**config.mk**
```make
export PLATFORM = sky130hd
export DESIGN_NAME = wdt_reset_ctrl
export DESIGN_NICKNAME = d
export VERILOG_FILES = /design/src/rtl/wdt_pkg.sv /design/src/rtl/wdt_reset_ctrl_sat_counter.sv /design/src/rtl/wdt_reset_ctrl.sv
export SDC_FILE = /design/constraint.sdc
export NUM_CORES = 1
export LEC_CHECK = 0
export CORE_ASPECT_RATIO = 1.75
export CORE_UTILIZATION = 25
export CTS_CLUSTER_SIZE = 14
export DETAILED_ROUTE_END_ITERATION = 6
export PLACE_DENSITY = 0.5
export SLEW_MARGIN = 20
export SYNTH_ARGS = -nofsm -noshare
export SYNTH_HDL_FRONTEND = slang
export SYNTH_SLANG_ARGS = --single-unit
export TNS_END_PERCENT = 10
```
**constraint.sdc**
```tcl
create_clock -name clk -period 2.1 [get_ports clk]
set_input_delay 0.525 -clock clk [delete_from_list [all_inputs] [get_ports clk]]
set_output_delay 0.525 -clock clk [all_outputs]
set_load 0.05 [all_outputs]
```
**src/rtl/wdt_pkg.sv**
```systemverilog
// Shared types and default timing for the watchdog reset escalation stage.
package wdt_pkg;

  localparam int unsigned WDT_W                = 4;
  localparam int unsigned GRACE_CYCLES_DEF     = 8;
  localparam int unsigned RST_PULSE_CYCLES_DEF = 4;
  localparam int unsigned HOLDOFF_CYCLES_DEF   = 2;

  typedef enum logic [1:0] {
    IDLE    = 2'd0,
    WARN    = 2'd1,
    RESET   = 2'd2,
    RECOVER = 2'd3
  } wdt_state_e;

endpackage

```
**src/rtl/wdt_reset_ctrl_sat_counter.sv**
```systemverilog
// Generic saturating up-counter with async active-low reset.
module wdt_reset_ctrl_sat_counter #(
  parameter int unsigned W = 4
) (
  input  logic         clk,
  input  logic         rst_n,
  input  logic         inc,
  output logic [W-1:0] count
);

  // Count up on inc, holding at all-ones.
  always_ff @(posedge clk or negedge rst_n) begin
    if (!rst_n) begin
      count <= '0;
    end else if (inc && (count != '1)) begin
      count <= count + W'(1);
    end
  end

endmodule

```
**src/rtl/wdt_reset_ctrl.sv**
```systemverilog
// Watchdog escalation: warning irq, then timed system reset pulse, then holdoff.
module wdt_reset_ctrl
  import wdt_pkg::*;
#(
  parameter int unsigned GRACE_CYCLES     = GRACE_CYCLES_DEF,
  parameter int unsigned RST_PULSE_CYCLES = RST_PULSE_CYCLES_DEF,
  parameter int unsigned HOLDOFF_CYCLES   = HOLDOFF_CYCLES_DEF,
  parameter int unsigned CNT_W            = 4
) (
  input  logic             clk,
  input  logic             rst_n,
  input  logic             enable,
  input  logic             timeout,
  input  logic             irq_ack,
  input  logic             cause_clr,
  output logic             wdt_restart,
  output logic             irq,
  output logic             sys_rst_n,
  output logic             rst_cause,
  output logic [CNT_W-1:0] reset_count
);

  localparam int unsigned MAX_A    = (GRACE_CYCLES > RST_PULSE_CYCLES) ? GRACE_CYCLES : RST_PULSE_CYCLES;
  localparam int unsigned MAX_LEN  = (MAX_A > HOLDOFF_CYCLES) ? MAX_A : HOLDOFF_CYCLES;
  localparam int unsigned MAX_LOAD = MAX_LEN - 1;
  localparam int unsigned CTR_W    = (MAX_LOAD < 1) ? 1 : $clog2(MAX_LOAD + 1);

  localparam logic [CTR_W-1:0] GRACE_LOAD = CTR_W'(GRACE_CYCLES - 1);
  localparam logic [CTR_W-1:0] PULSE_LOAD = CTR_W'(RST_PULSE_CYCLES - 1);
  localparam logic [CTR_W-1:0] HOLD_LOAD  = CTR_W'(HOLDOFF_CYCLES - 1);

  wdt_state_e       state_q, state_d;
  logic [CTR_W-1:0] ctr_q, ctr_d;
  logic             irq_d, sys_rst_n_d, wdt_restart_d;
  logic             rst_entry;

  // State, shared down-counter and registered outputs.
  always_ff @(posedge clk or negedge rst_n) begin
    if (!rst_n) begin
      state_q     <= IDLE;
      ctr_q       <= '0;
      irq         <= 1'b0;
      sys_rst_n   <= 1'b1;
      wdt_restart <= 1'b1;
    end else begin
      state_q     <= state_d;
      ctr_q       <= ctr_d;
      irq         <= irq_d;
      sys_rst_n   <= sys_rst_n_d;
      wdt_restart <= wdt_restart_d;
    end
  end

  // Next state, counter reload/decrement and next output values.
  always_comb begin
    state_d       = state_q;
    ctr_d         = ctr_q;
    irq_d         = 1'b0;
    sys_rst_n_d   = 1'b1;
    wdt_restart_d = 1'b0;
    rst_entry     = 1'b0;
    case (state_q)
      IDLE: begin
        // timeout is stale while a restart is still propagating to the watchdog
        if (enable && timeout && !wdt_restart) begin
          state_d = WARN;
          ctr_d   = GRACE_LOAD;
          irq_d   = 1'b1;
        end
      end
      WARN: begin
        if (irq_ack) begin
          state_d       = IDLE;
          wdt_restart_d = 1'b1;
        end else if (!enable) begin
          state_d = IDLE;
        end else if (ctr_q == '0) begin
          state_d       = RESET;
          ctr_d         = PULSE_LOAD;
          sys_rst_n_d   = 1'b0;
          wdt_restart_d = 1'b1;
          rst_entry     = 1'b1;
        end else begin
          ctr_d = ctr_q - CTR_W'(1);
          irq_d = 1'b1;
        end
      end
      RESET: begin
        wdt_restart_d = 1'b1;
        if (ctr_q == '0) begin
          state_d = RECOVER;
          ctr_d   = HOLD_LOAD;
        end else begin
          ctr_d       = ctr_q - CTR_W'(1);
          sys_rst_n_d = 1'b0;
        end
      end
      RECOVER: begin
        if (ctr_q == '0) begin
          state_d = IDLE;
        end else begin
          ctr_d         = ctr_q - CTR_W'(1);
          wdt_restart_d = 1'b1;
        end
      end
      default: begin
        state_d = IDLE;
      end
    endcase
  end

  // Sticky cause flag; a reset entry beats a simultaneous clear.
  always_ff @(posedge clk or negedge rst_n) begin
    if (!rst_n) begin
      rst_cause <= 1'b0;
    end else if (rst_entry) begin
      rst_cause <= 1'b1;
    end else if (cause_clr) begin
      rst_cause <= 1'b0;
    end
  end

  wdt_reset_ctrl_sat_counter #(
    .W(CNT_W)
  ) u_reset_count (
    .clk  (clk),
    .rst_n(rst_n),
    .inc  (rst_entry),
    .count(reset_count)
  );

endmodule

```
==> flow_summary.ini <==
[status]
status = finished clean

[global_route]
grt_pass1_wl_mm = 2.90
grt_overflow = 0
antenna_found_initial = 0
grt_pass1_vias = 622
grt_max_degree = 14
grt.total_usage = 0.117

[min_path]
hp-class = reg2reg

[yosys]
syn_area_per_cell_um2 = 10.3
synth_xor_area_frac = 0.0109
synth-compound-area-share = 0.189
synthMuxAreaShare = 0.0422
syn-num-nets = 91
async_reset_ff_frac = 1.00
synth_ff_type = dfrtp_1
ys_types = 35
netlist_instances = 78
yosysSeqAreaShare = 0.409
synth_top_family_by_area = simple AND/OR/NAND/NOR gates
ys_ff_latch = 13
synth-warning-count = 0
syn_area_um2 = 801
yosys.area_share.simple = 0.197
synth_fa_ha_area_frac = 0.109
synth_edf_count = 0

[sta]
relSlewSlack = 0.568
setup_tns_ps = 0
rsz0062_at_grt = false
min_period_ps = 1980
hold_slack_ps = 477
min_period_over_period = 0.942
fin_worst_skew_ps = 0.704
finalSetupViolCount = 0
tightest_slew_ps = 647
fmax_mhz = 505
hold_viol = 0
slew_violations = 0

[placed_design]
post_dp_cell_area_um2 = 975
dp_hpwl_mm = 1.35
gp_congestion = 0.795
port_buffers = 13

[layout]
layout-drive-gt1-share = 0.221
finish.utilization = 0.341
n_fill_cell = 329
syn2layout_area_growth_pct = 27.5
design_area_um2 = 1020
finalNetCount = 109
num_antenna_cells = 0

[clocking]
cts-buffers-inserted = 3
post_cts_buffers = 0
cts_resized = 0
path_clk_slew_ps = 60
cts_buffer_depth = 2
cts-root-buf = clkbuf_8
clk_latency_ps = 240
htreeDepth = 1
cts_num_sinks = 13
hold_buffers = 0
cts_tree = done

[power]
power.total_mw = 1.49
power.density_nw_per_um2 = 1460
power_leakage_nw = 0.476
irDropWorstVdd_uv = 474

[critical_path]
crit_fanout = 4
slowest_stage = clkdlybuf4s50_1
cpPeakStageDelay_ps = 820
worstPathBufferInverterCount = 1
arrival_ps = 1450
crit_family = buffers and inverters
endpoint_kind = primary output
crit_chain = clkdlybuf4s50_1
worstSetupPathType = reg2out
start_kind = flop
required_ps = 1570

[route]
final_antenna_net_count = 0
vias = 647
via_per_inst = 4.72
drc_errors = 0
drt-initial-drc-count = 16
wl_per_cell_um = 13.3
drt-pass1-iter-count = 4
drt_wl_total_mm = 1.82

[job]
drv_cap = 0

[die]
rows = 26
die-area_um2 = 3440
ios = 14
die_w_um = 44.8
die_h_um = 76.9
initial_core_util = 0.268
core_area_um2 = 2990
==> final timing paths <==
check / startpoint / to / slack, ps / depth (start not counted)
hold reg to reg: rst_cause / rst_cause / 480 / 1
hold / removal: rst_cause / rst_cause / 480 / 1
min in group asynchronous: rst_n / ctr_q[0] / 680 / 1
max in group asynchronous: rst_n / u_reset_count.count[2] / 1010 / 1
setup reg to reg: flop / u_reset_count.count[3] / 240 / 6
setup / recovery: u_reset_count.count[1] / reset_count[1] / 120 / 1
==> cells in the mapped netlist (2+ instances only) <==
library cell	instances	area [um2]
o21ai_0	2	10.0
inv_1	5	18.8
nor2_1	5	18.8
nand3_1	4	20.0
nand2b_1	3	18.8
nand3b_1	2	15.0
mux2_1	3	33.8
a21oi_1	5	25.0
nand2_1	5	18.8
dfstp_2	2	52.6
a21o_1	2	15.0
dfrtp_1	11	275
ha_1	7	87.6
==> final cells by class <==
| class | instances | area, um2 | area share |
|---|---|---|---|
| Timing Repair Buffer | 15 | 133 | 0.130 |
| Sequential cell | 13 | 328 | 0.321 |
| Inverter | 6 | 22.5 | 0.0221 |
| Clock inverter | 1 | 5.00 | 0.00490 |
| Clock buffer | 3 | 41.3 | 0.0404 |
| Tap cell | 42 | 52.6 | 0.0515 |
| Multi-Input combinational cell | 57 | 439 | 0.430 |
==> registers in the layout, indices dropped and copies added (netlist names), named ones only <==
register,count
rst_cause,1
sys_rst_n,1
ctr_q,3
irq,1
state_q,1
u_reset_count.count,4
wdt_restart,1
==> logic make-up (layout without fill, tap and decap cells) <==
group	after synthesis	count (layout)
compound gates	20	20
xor+xnor	1	1
fa+ha+maj	7	7
buf+inv	8	25
flops	13	13
mux	3	3
simple gates	26	26
==> metal layers <==
metal / routed length [um] / global-route usage / part of all wire
met1: 754 / 0.141 / 0.41
met2: 943 / 0.175 / 0.52
met3: 71 / 0.0235 / 0.039
met4: 53 / 0.0879 / 0.029
met5: 0 / 0 / 0
==> cell usage in the layout (no fill, tap or decap), types with 2 or more instances in the layout <==
cell | Yosys | routed
clkdlybuf4s50_1 | 0 | 8
nor2_1 | 5 | 5
mux2_1 | 3 | 3
nand2_1 | 5 | 5
dfstp_2 | 2 | 2
dfrtp_1 | 11 | 11
o21ai_0 | 2 | 2
a21oi_1 | 5 | 5
a21o_1 | 2 | 2
inv_1 | 5 | 5
buf_4 | 1 | 7
nand3_1 | 4 | 4
ha_1 | 7 | 7
nand2b_1 | 3 | 3
clkbuf_8 | 0 | 3
nand3b_1 | 2 | 2
==> power breakdown <==
part	switching, mW	internal (mW)	leakage, nW
Clock	0.0998	0.131	0.0255
Sequential	0.0736	0.353	0.162
Combinational	0.494	0.337	0.288
==> through the flow <==
| stage | setup slack (ps) | instances |
|---|---|---|
| 2_1_floorplan | 501 | 78 |
| 3_3_place_gp | 117 | 133 |
| 3_5_place_dp | 32.3 | 133 |
| 4_1_cts | 105 | 137 |
| 5_1_grt | 73.8 | 137 |
| 6_report | 122 | 137 |
==> worst reg2reg max path, cell delays in order (launching register included) <==
cell and delay, ps:
dfrtp_1 410, inv_1 130, ha_1 360, inv_2 120
nor3_4 260, nand4_1 140, mux2_1 330
Note: power is estimated with default switching activity, not from simulation.
